### config.mk
export PLATFORM = sky130hd
export DESIGN_NAME = reorder_buffer
export DESIGN_NICKNAME = d
export VERILOG_FILES = /design/src/rtl/rob_pkg.sv /design/src/rtl/reorder_buffer.sv
export SDC_FILE = /design/constraint.sdc
export NUM_CORES = 2
export LEC_CHECK = 0
export CAP_MARGIN = 0
export CORE_MARGIN = 2
export CORE_UTILIZATION = 65
export CTS_BUF_LIST = sky130_fd_sc_hd__clkbuf_4
export CTS_CLUSTER_DIAMETER = 150
export DETAILED_ROUTE_END_ITERATION = 8
export DONT_BUFFER_PORTS = 1
export HOLD_SLACK_MARGIN = 0.05
export PLACE_DENSITY = 0.85
export SKIP_CTS_REPAIR_TIMING = 1
export SYNTH_ARGS = -nofsm -noshare
export SYNTH_HDL_FRONTEND = slang
export SYNTH_SLANG_ARGS = --single-unit
### constraint.sdc
create_clock -name clk_in -period 7.5 [get_ports clk_in]
set_input_delay 0.75 -clock clk_in [delete_from_list [all_inputs] [get_ports clk_in]]
set_output_delay 0.75 -clock clk_in [all_outputs]
set_load 0.005 [all_outputs]
### src/rtl/rob_pkg.sv
// rtl/rob_pkg.sv - shared reorder buffer constants
package rob_pkg;
    localparam int ROB_WIDTH_DEFAULT = 4;

    localparam logic [1:0] ROB_TYPE_REG = 2'd0;
    localparam logic [1:0] ROB_TYPE_BR  = 2'd1;
    localparam logic [1:0] ROB_TYPE_ST  = 2'd2;
endpackage

### src/rtl/reorder_buffer.sv
// rtl/reorder_buffer.sv - in-order retirement with write-back forwarding and misprediction flush
module reorder_buffer
    import rob_pkg::*;
#(
    parameter int ROB_WIDTH = ROB_WIDTH_DEFAULT
) (
    input  logic                 clk_in,
    input  logic                 rst_in,
    input  logic                 rdy_in,
    input  logic                 issue_signal,
    input  logic [1:0]           issue_type,
    input  logic [4:0]           issue_rd_id,
    input  logic [31:0]          issue_pred_pc,
    output logic [ROB_WIDTH-1:0] issue_tag,
    output logic                 rob_full,
    input  logic [ROB_WIDTH-1:0] query_tag_1,
    input  logic [ROB_WIDTH-1:0] query_tag_2,
    output logic                 query_ready_1,
    output logic                 query_ready_2,
    output logic [31:0]          query_value_1,
    output logic [31:0]          query_value_2,
    input  logic                 wb_signal,
    input  logic [ROB_WIDTH-1:0] wb_tag,
    input  logic [31:0]          wb_value,
    input  logic [31:0]          wb_next_pc,
    output logic                 commit_signal,
    output logic [31:0]          commit_rd_value,
    output logic [4:0]           commit_rd_id,
    output logic [ROB_WIDTH-1:0] commit_rd_tag,
    output logic                 commit_store_signal,
    output logic                 clear_signal,
    output logic [31:0]          clear_pc
);
    localparam int DEPTH = 1 << ROB_WIDTH;
    localparam logic [ROB_WIDTH:0] FULL_COUNT = (ROB_WIDTH + 1)'(DEPTH);

    logic        busy    [DEPTH];
    logic        ready   [DEPTH];
    logic [1:0]  etype   [DEPTH];
    logic [4:0]  rd_id   [DEPTH];
    logic [31:0] value   [DEPTH];
    logic [31:0] pred_pc [DEPTH];
    logic [31:0] next_pc [DEPTH];

    logic [ROB_WIDTH-1:0] head;
    logic [ROB_WIDTH-1:0] tail;
    logic [ROB_WIDTH:0]   count;

    logic        issue_fire;
    logic        wb_fire;
    logic        head_wb;
    logic        commit_fire;
    logic        mispredict;
    logic [31:0] head_value;
    logic [31:0] head_next_pc;
    logic        q1_wb;
    logic        q2_wb;

    assign rob_full   = (count == FULL_COUNT);
    assign issue_tag  = tail;
    assign issue_fire = rdy_in & issue_signal & ~rob_full & ~clear_signal;
    assign wb_fire    = rdy_in & wb_signal & busy[wb_tag];

    // Forward a same-cycle write-back into the head so retirement costs no extra cycle.
    assign head_wb      = wb_fire & (wb_tag == head);
    assign head_value   = head_wb ? wb_value : value[head];
    assign head_next_pc = head_wb ? wb_next_pc : next_pc[head];
    assign commit_fire  = rdy_in & (count != '0) & (ready[head] | head_wb);
    assign mispredict   = commit_fire & (etype[head] == ROB_TYPE_BR)
                        & (head_next_pc != pred_pc[head]);

    assign q1_wb         = wb_fire & (wb_tag == query_tag_1);
    assign q2_wb         = wb_fire & (wb_tag == query_tag_2);
    assign query_ready_1 = busy[query_tag_1] & (ready[query_tag_1] | q1_wb);
    assign query_ready_2 = busy[query_tag_2] & (ready[query_tag_2] | q2_wb);
    assign query_value_1 = q1_wb ? wb_value : value[query_tag_1];
    assign query_value_2 = q2_wb ? wb_value : value[query_tag_2];

    always_ff @(posedge clk_in) begin
        if (rst_in) begin
            head                <= '0;
            tail                <= '0;
            count               <= '0;
            commit_signal       <= 1'b0;
            commit_rd_value     <= '0;
            commit_rd_id        <= '0;
            commit_rd_tag       <= '0;
            commit_store_signal <= 1'b0;
            clear_signal        <= 1'b0;
            clear_pc            <= '0;
            for (int i = 0; i < DEPTH; i++) busy[i] <= 1'b0;
        end else if (rdy_in) begin
            commit_signal       <= commit_fire;
            commit_store_signal <= commit_fire & (etype[head] == ROB_TYPE_ST);
            clear_signal        <= mispredict;
            if (commit_fire) begin
                commit_rd_value <= head_value;
                commit_rd_id    <= rd_id[head];
                commit_rd_tag   <= head;
            end
            if (mispredict) clear_pc <= head_next_pc;

            if (wb_fire) begin
                ready[wb_tag]   <= 1'b1;
                value[wb_tag]   <= wb_value;
                next_pc[wb_tag] <= wb_next_pc;
            end
            if (issue_fire) begin
                busy[tail]    <= 1'b1;
                ready[tail]   <= 1'b0;
                etype[tail]   <= issue_type;
                rd_id[tail]   <= (issue_type == ROB_TYPE_ST) ? 5'd0 : issue_rd_id;
                pred_pc[tail] <= issue_pred_pc;
            end
            if (commit_fire) busy[head] <= 1'b0;

            // A flush discards everything behind the branch, including a same-cycle issue.
            if (mispredict) begin
                for (int i = 0; i < DEPTH; i++) busy[i] <= 1'b0;
                head  <= '0;
                tail  <= '0;
                count <= '0;
            end else begin
                head  <= head + ROB_WIDTH'(commit_fire);
                tail  <= tail + ROB_WIDTH'(issue_fire);
                count <= count + (ROB_WIDTH + 1)'(issue_fire) - (ROB_WIDTH + 1)'(commit_fire);
            end
        end
    end
endmodule

==> summary.txt <==
Power and ir drop
  • Max IR drop VDD: 0.204 mV
  • PD cells: 226 nW/um2
  • Power Total: 0.0193 W
  • P_leak: 26.9 nW

Global routing
  • GRT Total Usage: 0.332
  • Largest net degree at the start of global routing: 138
  • First-pass GRT wire length: 286000 um
  • Initial antenna violation count: 24
  • Gr ovfl total: 0
  • Vias in the first global route: 43100

Synthesis
  • Ranking of synthesized cells by area: edfxtp_1 (64%), mux4_2 (24%), dfxtp_1 (3.2%)
  • Sequential fraction of the synthesis area: 0.674
  • Yosys top cell by area: edfxtp_1
  • Synth Area in Adders: 0.00188
  • Synth Instances: 3611
  • Yosys warns: 0
  • Largest family of logic cells by synthesized area: multiplexers
  • Number of distinct library cells after synthesis: 42
  • Compound-cell area share of the yosys netlist: 0.0162
  • Mapped cell area: 77100 um2
  • Avg Cell Area, Syn: 21.3 um2
  • Yosys top cell area share: 0.642
  • Syn_nets: 3742
  • XOR/XNOR share of the synthesized area: 0.00591
  • Mux cell area share after synthesis: 0.266
  • Post-Synth Simple-Gate Area: 0.0186
  • Top FF cell, synth: edfxtp_1
  • Seq cells post-synth: 1773
  • Post-synth ARST share: 0
  • Post-synth EDFFs: 1648

Worst setup path
  • Setup crit end kind: register
  • Reg2reg setup slack: 1.98 ns
  • Req. time, crit path: 8.80 ns
  • Slowest stage delay, CP: 1.01 ns
  • CP endpoint: count[3]
  • Slowest stage cell on the critical path: dfxtp_4
  • CP max FO: 62
  • Critical path class: register to register
  • Startpoint types: register
  • R2r endpoint: count[3]
  • Crit path cell chain: buf_4 -> mux4_2 -> a22oi_1 -> nand2_1 -> mux2i_1 -> xnor2_1 -> nor4_1 -> nand4_1 -> o21a_4 -> a2111oi_2 -> dlygate4sd3_1
  • Worst R2R Path Depth: 11
  • CP arrival: 6.82 ns

Routing
  • Drt wl/cell: 34.6 um
  • Vias: 42800
  • Final WL: 203000 um
  • Final ANT Viol Nets: 0
  • Initial DRC count: 6609
  • DRC violations left: 0
  • First-pass DRT Iterations: 7
  • Vias per cell: 7.29

Placed design
  • Post-DP Area: 78700 um2
  • Placer Congestion: 0.811
  • Pre-CTS setup slack: 2.27 ns
  • Number of port buffers: 0
  • Post-detail-place hpwl: 106000 um

Clock tree
  • Clock-pin slew on the worst setup and hold paths: 0.07 ns
  • CTS Sinks: 1773
  • CTS tree: yes
  • TritonCTS buffer count: 439
  • Clock latency on the worst-skew pair: 1.43 ns
  • Max clock buf depth: 4
  • CTS root buf: clkbuf_4
  • Max H-tree Level: 5

Cells and area
  • Synth-to-Final Area Change: 10.8%
  • Most frequent cells in the layout: edfxtp_1 (1648), mux4_2 (813), clkbuf_4 (636)
  • Share of cells above drive strength 1: 0.396
  • Most common cell after layout, fill and taps aside: edfxtp_1
  • Finished layout cell area: 85400 um2
  • Nets: 4110

Timing
  • RSZ-0062 raised after global routing: false
  • Setup WS post-layout: 1.98 ns
  • Fin crit period: 5.52 ns
  • Slew margin rel.: 0.219
  • Hold Vio Cnt, Final: 0
  • Final clock skew: 0.183 ns
  • Slew @ Worst Pin: 1.17 ns
  • Period utilisation layout: 0.736
  • Highest clock rate: 181 MHz
  • # setup viols final: 0
  • Worst hold slack: 0.0741 ns
  • Final Max Tran Viols: 0
  • Final TNS setup: 0 ns

Floorplanning
  • FP Rows: 126
  • Die W: 348 um
  • Core box area: 118000 um2
  • Starting density of the core: 0.655
  • Die Ht: 348 um
  • Io pins: 267
  • Area of the die: 121000 um2

Hold path
  • Worst hold start: wb_signal
  • Path category of the worst min-delay check: input port to register

Outcome
  • Status: finished clean

Flow run
  • Max cap viols: 0
## cell usage after synthesis, types with 17 or more instances
master    instances
a211oi_1         59
a21oi_1          32
a22oi_1          60
buf_1            64
buf_2            26
buf_4            17
clkbuf_1        140
dfxtp_1         125
edfxtp_1       1648
inv_1            21
mux2_2           66
mux2_4           30
mux2i_1         103
mux4_2          813
nand2_1          57
nor2_1          138
nor2b_1          53
xnor2_1          38
## how the worst min path moves through the flow
stage / slack, ns / depth (start not counted) / endpoint
after floorplan: 0.46 / 2 / commit_store_signal
after global placement: 0.48 / 2 / ready[14]
after global routing: 0.04 / 5 / commit_rd_value[21]
after detailed placement: 0.49 / 2 / count[0]
after CTS: -0.66 / 0 / value[13][24]
final: 0.07 / 5 / commit_rd_value[20]
## metrics by stage
| step | utilization | instances |
|---|---|---|
| 6_report | 0.725 | 5873 |
| 5_1_grt | 0.725 | 5862 |
| 4_1_cts | 0.715 | 5739 |
| 3_5_place_dp | 0.668 | 4962 |
| 3_3_place_gp | 0.668 | 4962 |
| 2_1_floorplan | - | 3611 |
## per-layer routing
layer | GRT usage | wire length (um) | vias to the layer above
met2 | 0.524 | 99500 | 3867
met1 | 0.431 | 66500 | 21700
met4 | 0.158 | 9960 | 12
met5 | 0 | 72 | -
met3 | 0.100 | 27000 | 655
li1 | - | - | 16500
## final cells by class
cell class | count | area, um2
diodes | 22 | 55.1
multi-input cells | 1555 | 24000
inverters | 21 | 78.8
clock inverters | 141 | 699
well taps | 1536 | 1920
repair buffers | 189 | 1780
flip-flops and latches | 1773 | 52000
fillers | 6453 | 32400
clock buffers | 636 | 4770
## flip-flops by register name, indices dropped and copies added, names as in the netlist, named ones only
| name | count |
|---|---|
| commit_rd_tag | 4 |
| pred_pc | 512 |
| commit_rd_value | 32 |
| commit_rd_id | 5 |
| busy | 16 |
| commit_store_signal | 1 |
| clear_pc | 32 |
| ready | 16 |
| head | 4 |
| clear_signal | 1 |
| commit_signal | 1 |
| count | 5 |
| issue_tag | 4 |
| rd_id | 80 |
| value | 512 |
| etype | 32 |
| next_pc | 512 |
## worst max-delay path, delay by kind of cell (launching register included)
family                 cells  cell delay, ns
XOR/XNOR                   1            0.13
AND/OR/NAND/NOR            3            0.77
AO/OA/AOI/OAI              3            1.13
buffers and inverters      2            1.23
flip-flops                 1            1.01
multiplexers               2            1.09
## kinds of logic after synthesis
| group | Yosys count |
|---|---|
| fa+ha+maj | 11 |
| xor+xnor | 52 |
| flops | 1773 |
| buf+inv | 283 |
| compound gates | 172 |
| simple gates | 308 |
| mux | 1012 |
## power by group
group | switching [W] | internal (W) | leakage, nW
clock | 0.00386 | 0.00406 | 3.27
combinational | 0.000294 | 0.000284 | 7.81
sequential | 0.00000994 | 0.0108 | 15.8
Power figures use the tool's default switching activity.
